## config.mk

```make
export PLATFORM = sky130hd
export DESIGN_NAME = mem_access_unit
export DESIGN_NICKNAME = d
export VERILOG_FILES = /design/src/rtl/mem_access_unit.sv
export SDC_FILE = /design/constraint.sdc
export NUM_CORES = 1
export LEC_CHECK = 0
export BUFFER_PORTS_ARGS = -buffer_cell sky130_fd_sc_hd__buf_2
export CAP_MARGIN = 20
export CORE_ASPECT_RATIO = 1.5
export CORE_UTILIZATION = 28
export DETAILED_ROUTE_END_ITERATION = 7
export GPL_ROUTABILITY_DRIVEN = 0
export PLACE_DENSITY = 0.5
export SYNTH_ARGS = -nofsm -noshare
export SYNTH_HDL_FRONTEND = slang
export SYNTH_SLANG_ARGS = --single-unit
```

## constraint.sdc

```tcl
create_clock -name clk -period 2.29 [get_ports clk]
set_clock_uncertainty 0.1 [all_clocks]
set_input_delay 0.229 -clock clk [delete_from_list [all_inputs] [get_ports clk]]
set_output_delay 0.229 -clock clk [all_outputs]
set_load 0.02 [all_outputs]
```

## src/rtl/mem_access_unit.sv

```systemverilog
// mem_access_unit: load/store unit between the CPU datapath and a word-wide
// Avalon-style data RAM port. Byte/half/word requests become word-aligned bus
// cycles with byteenables and lane-replicated write data. Load data is
// extracted from the addressed lanes and sign/zero-extended.
//
// Optional feature macro: MAU_ALIGN_CHECK_EN
//   defined   - misaligned half/word requests skip the bus and respond with rsp_err=1
//   undefined - no checking; low address bits are ignored (forced alignment), rsp_err=0
//
// state | meaning
// IDLE  | waiting for a request, req_ready high
// BUS   | avm_read/avm_write asserted, held while avm_waitrequest
// LAT   | read accepted, counting down the fixed read latency
// RESP  | rsp_valid pulse for one cycle
module mem_access_unit #(
    parameter int READ_LATENCY = 1
) (
    input  logic        clk,
    input  logic        rst_n,
    input  logic        req_valid,
    output logic        req_ready,
    input  logic        req_write,
    input  logic [1:0]  req_size,
    input  logic        req_signed,
    input  logic [31:0] req_addr,
    input  logic [31:0] req_wdata,
    output logic        rsp_valid,
    output logic [31:0] rsp_rdata,
    output logic        rsp_err,
    output logic [31:0] avm_address,
    output logic        avm_read,
    output logic        avm_write,
    output logic [3:0]  avm_byteenable,
    output logic [31:0] avm_writedata,
    input  logic        avm_waitrequest,
    input  logic [31:0] avm_readdata
);

    typedef enum logic [1:0] {
        IDLE = 2'd0,
        BUS  = 2'd1,
        LAT  = 2'd2,
        RESP = 2'd3
    } state_t;

    state_t      state;
    logic [2:0]  lat_cnt;
    logic [1:0]  size_q;
    logic        signed_q;
    logic [1:0]  off_q;

    logic        misaligned;
    logic [3:0]  be_next;
    logic [31:0] wd_next;
    logic [31:0] load_ext;
    logic [7:0]  lane8;
    logic [15:0] lane16;

    assign req_ready = (state == IDLE);

`ifdef MAU_ALIGN_CHECK_EN
    // Flag half accesses on odd bytes and word accesses off a word boundary.
    always_comb begin
        misaligned = 1'b0;
        if (req_size == 2'b01)
            misaligned = req_addr[0];
        else if (req_size[1])
            misaligned = |req_addr[1:0];
    end
`else
    assign misaligned = 1'b0;
`endif

    // Byte enables and lane-replicated write data for the incoming request.
    always_comb begin
        be_next = 4'b1111;
        wd_next = req_wdata;
        case (req_size)
            2'b00: begin
                be_next = 4'b0001 << req_addr[1:0];
                wd_next = {4{req_wdata[7:0]}};
            end
            2'b01: begin
                be_next = req_addr[1] ? 4'b1100 : 4'b0011;
                wd_next = {2{req_wdata[15:0]}};
            end
            default: begin
                be_next = 4'b1111;
                wd_next = req_wdata;
            end
        endcase
    end

    // Lane extraction and extension of returning read data, using the latched request shape.
    always_comb begin
        lane8    = avm_readdata[{off_q, 3'b000} +: 8];
        lane16   = avm_readdata[{off_q[1], 4'b0000} +: 16];
        load_ext = avm_readdata;
        case (size_q)
            2'b00:   load_ext = {{24{signed_q & lane8[7]}}, lane8};
            2'b01:   load_ext = {{16{signed_q & lane16[15]}}, lane16};
            default: load_ext = avm_readdata;
        endcase
    end

    // Access sequencer with registered bus and response outputs.
    always_ff @(posedge clk or negedge rst_n) begin
        if (!rst_n) begin
            state          <= IDLE;
            lat_cnt        <= 3'd0;
            size_q         <= 2'b00;
            signed_q       <= 1'b0;
            off_q          <= 2'b00;
            avm_address    <= 32'h0;
            avm_read       <= 1'b0;
            avm_write      <= 1'b0;
            avm_byteenable <= 4'h0;
            avm_writedata  <= 32'h0;
            rsp_valid      <= 1'b0;
            rsp_rdata      <= 32'h0;
            rsp_err        <= 1'b0;
        end else begin
            rsp_valid <= 1'b0;
            case (state)
                IDLE: begin
                    if (req_valid) begin
                        size_q   <= req_size;
                        signed_q <= req_signed;
                        off_q    <= req_addr[1:0];
                        if (misaligned) begin
                            rsp_valid <= 1'b1;
                            rsp_err   <= 1'b1;
                            rsp_rdata <= 32'h0;
                            state     <= RESP;
                        end else begin
                            avm_address    <= {req_addr[31:2], 2'b00};
                            avm_byteenable <= be_next;
                            avm_writedata  <= wd_next;
                            avm_read       <= ~req_write;
                            avm_write      <= req_write;
                            state          <= BUS;
                        end
                    end
                end
                BUS: begin
                    if (!avm_waitrequest) begin
                        avm_read  <= 1'b0;
                        avm_write <= 1'b0;
                        if (avm_write) begin
                            rsp_valid <= 1'b1;
                            rsp_err   <= 1'b0;
                            rsp_rdata <= 32'h0;
                            state     <= RESP;
                        end else begin
                            lat_cnt <= 3'(READ_LATENCY);
                            state   <= LAT;
                        end
                    end
                end
                LAT: begin
                    if (lat_cnt == 3'd1) begin
                        rsp_valid <= 1'b1;
                        rsp_err   <= 1'b0;
                        rsp_rdata <= load_ext;
                        state     <= RESP;
                    end else begin
                        lat_cnt <= lat_cnt - 3'd1;
                    end
                end
                RESP: begin
                    state <= IDLE;
                end
                default: state <= IDLE;
            endcase
        end
    end

endmodule

```

==> flow_summary_export.csv <==
group,metric,value,unit
outcome,status,"completed",
floorplan,die_h,168.0,um
yosys,ys.warnings.count,0,
worst_setup_path,path_cells,"inv_1 > ha_1 > nand3b_1 > a21oi_2 > and2_1 > a221o_1",
final_layout,diodes,0,
sta,drv_slew,0,
worst_setup_path,path_buf_inv,1,
final_layout,area.growth.synth_to_final,37.49,%
routing,dr_total_vias,4338,
worst_setup_path,crit_type,"reg -> reg",
sta,hold_viol,0,
grt,grt_max_degree,65,
worst_setup_path,arrival,2310,ps
clock_network,cts_buffers,9,
final_layout,final_nets,788,
routing,wl_per_cell,15.98,um
floorplan,start_util,0.2866,
floorplan,top_level_ports,209,
sta,fin_crit_sh,0.9280,
grt,grt_pass1_vias,4603,
sta,max_slew.worst_pin.slew,610.1,ps
floorplan,row_count,60,
floorplan,core_area,0.01794,mm^2
sta,setup_violations,0,
sta,finalCriticalPeriod,2125,ps
routing,viasPerCell,4.815,
routing,dr.pass1.iters,4,
worst_setup_path,slowest_stage,"and2_1",
worst_setup_path,path_delay_family,"simple AND/OR/NAND/NOR gates",
sta,max_clock_freq,0.4706,GHz
grt,grt.overflow.total,0,
routing,totalWireLength,14.40,mm
place,hpwlAfterDp,10.68,mm
grt,antenna_found_initial,0,
yosys,synth_seq_cells,111,
routing,drt_iter0_drc,146,
routing,ant_nets,0,
clock_network,clkSinkCount,111,
yosys,syn_inst,446,
sta,slew_headroom,0.5933,
floorplan,dieArea,0.01892,mm^2
grt,grt.total_usage,0.1561,
yosys,yosysSeqAreaShare,0.5401,
routing,drc,0,
power_and_ir_drop,total_leakage_power,3.537,nW
worst_setup_path,worstPathRequired,2480,ps
grt,grt_pass1_wl,23.29,mm
yosys,netlist_area,0.005142,mm^2
clock_network,h-tree-depth,3,
final_layout,layout-drive-gt1-share,0.4284,
run,drv_cap,0,
clock_network,cts_setup_buffers,0,
power_and_ir_drop,powerDensity,1344,mW/mm^2
place,dp_slack,165.7,ps
clock_network,clock_latency,350,ps
place,port_buffers,205,
worst_setup_path,start_kind,"flip-flop",
sta,layout_setup_ws,164.8,ps
final_layout,register_area,0.002778,mm^2
clock_network,clock_path_buffers,2,
floorplan,dieWidth,112.7,um
sta,tns,0,ps
power_and_ir_drop,vdd_ir_drop_max,0.5379,mV
worst_setup_path,path_max_fanout,16,
yosys,netlist-cell-type-count,40,
place,place_area,0.006477,mm^2
sta,grt_setup_unrepaired,"false",
clock_network,cts-root-buf,"clkbuf_16",
final_layout,multi_input_area,0.002201,mm^2
place,placedCellCount,856,
final_layout,final_area,0.007071,mm^2
final_layout,fin_cells,901,
final_layout,fillers,1787,
worst_setup_path,critPathMaxStageDelay,560,ps
worst_hold_path,hp-class,"in -> reg",
worst_setup_path,cp-end-kind,"flip-flop",
clock_network,cts_tree,"yes",
yosys,synth_area_per_cell,11.53,um^2
clock_network,clk_pin_slew_worst_paths,80,ps
[where the power goes]
| group | internal [mW] | total (mW) | switching (mW) |
|---|---|---|---|
| clock | 0.862 | 1.64 | 0.780 |
| sequential | 2.81 | 3.32 | 0.512 |
| combinational | 1.88 | 4.54 | 2.66 |
| total | 5.56 | 9.51 | 3.95 |
[sequential cells by signal, indices dropped and copies added (netlist names), 2 cells and up]
| register | count |
|---|---|
| rsp_rdata | 32 |
| avm_address | 30 |
| size_q | 2 |
| state | 2 |
| avm_byteenable | 4 |
| off_q | 2 |
| avm_writedata | 32 |
| lat_cnt | 3 |
[worst paths after layout]
kind,start,to,slack (ps),cells after the start
max in group asynchronous,rst_n,avm_address[20]$_DFFE_PN0P_,1160,3
min in group asynchronous,rst_n,avm_write$_DFFE_PN0P_,250,2
worst max-delay path,state[0]$_DFFE_PN0P_,rsp_rdata[25]$_DFFE_PN0P_,160,6
worst min register to register,avm_writedata[19]$_DFFE_PN0P_,avm_writedata[19]$_DFFE_PN0P_,380,2
worst max register to register,state[0]$_DFFE_PN0P_,rsp_rdata[25]$_DFFE_PN0P_,160,6
worst min-delay path,avm_readdata[16],rsp_rdata[16]$_DFFE_PN0P_,10,2
[final cells by class]
class	instances	share of cell area
Clock buffer	9	0.03185
Clock inverter	7	0.01097
Inverter	9	0.004778
Multi-Input combinational cell	297	0.3113
Sequential cell	111	0.3929
Tap cell	217	0.03840
Timing Repair Buffer	251	0.2099
[cells in the final DEF, fill, tap and decap left out, types with 8 or more instances in the layout]
master / n
o21ai_0: 32
o2bb2ai_1: 8
buf_4: 15
clkbuf_16: 9
nor2b_1: 10
a221o_1: 16
buf_2: 204
o21ai_1: 9
nor2_1: 20
inv_1: 8
mux2_2: 49
a32o_1: 8
nand2b_1: 18
nand2_1: 49
mux2i_1: 35
dfrtp_1: 111
a21oi_1: 13
dlygate4sd3_1: 29
[worst register-to-register path, cell delays in order (launching register included)]
cell,delay (ps)
dfrtp_1,400
inv_1,110
ha_1,250
nand3b_1,160
a21oi_2,230
and2_1,560
a221o_1,250
[metal layers]
metal,GRT usage,share of wire,vias to the layer above
li1,-,-,2049
met1,0.1739,0.39,2121
met4,0.05971,0.022,0
met3,0.04320,0.059,23
met5,0,0,-
met2,0.2799,0.53,145
[Yosys cell counts]
cell type | number | area (um^2)
buf_2 | 8 | 40.04
mux4_2 | 1 | 22.52
a41oi_1 | 2 | 17.52
clkbuf_1 | 17 | 63.81
o21ai_2 | 1 | 8.760
o31a_1 | 1 | 8.760
buf_4 | 3 | 22.52
o2bb2ai_1 | 8 | 70.07
inv_1 | 8 | 30.03
dfrtp_1 | 111 | 2778
o21ai_1 | 9 | 45.04
o22ai_1 | 1 | 6.260
ha_1 | 5 | 62.56
a31oi_1 | 1 | 6.260
nand3b_1 | 1 | 7.510
o21ba_2 | 1 | 10.01
a21oi_2 | 1 | 8.760
and3_1 | 1 | 6.260
o31ai_1 | 1 | 7.510
nand2_1 | 50 | 187.7
a32o_1 | 8 | 80.08
mux2_2 | 49 | 551.8
a22o_1 | 2 | 17.52
mux2i_1 | 35 | 350.3
nand2b_1 | 18 | 112.6
o21ai_0 | 32 | 160.2
a211oi_1 | 1 | 7.510
a211o_1 | 1 | 8.760
and4b_1 | 1 | 10.01
a21oi_1 | 13 | 65.06
nor2b_1 | 10 | 62.56
a221o_1 | 16 | 160.2
buf_6 | 1 | 11.26
a31oi_4 | 1 | 21.27
mux2_1 | 1 | 11.26
conb_1 | 1 | 3.750
nor2_1 | 20 | 75.07
and2_1 | 2 | 12.51
buf_1 | 2 | 7.510
clkinv_1 | 1 | 3.750
[cell families after synthesis]
group / Yosys count / share of synthesized area
flops: 111 / 0.5401
fa+ha+maj: 5 / 0.01217
mux: 86 / 0.1820
compound gates: 100 / 0.1380
other cells: 1 / 0.0007292
buf+inv: 40 / 0.03479
simple gates: 103 / 0.09222
[what timing repair did]
item	in CTS	in global routing
endpoints found under the hold margin	53	1
hold buffers	28	1
resized for setup	0	0
[metrics by stage]
step                  util  power, mW  hold slack (ps)
finish              0.3941      9.506            13.89
global route        0.3941      10.17            1.965
CTS                 0.3935      9.643           0.3180
detailed placement  0.3610      7.923            91.99
global placement    0.3610      7.822            83.01
floorplan                -      6.280           -166.6
Note: power is estimated with default switching activity, not from simulation.
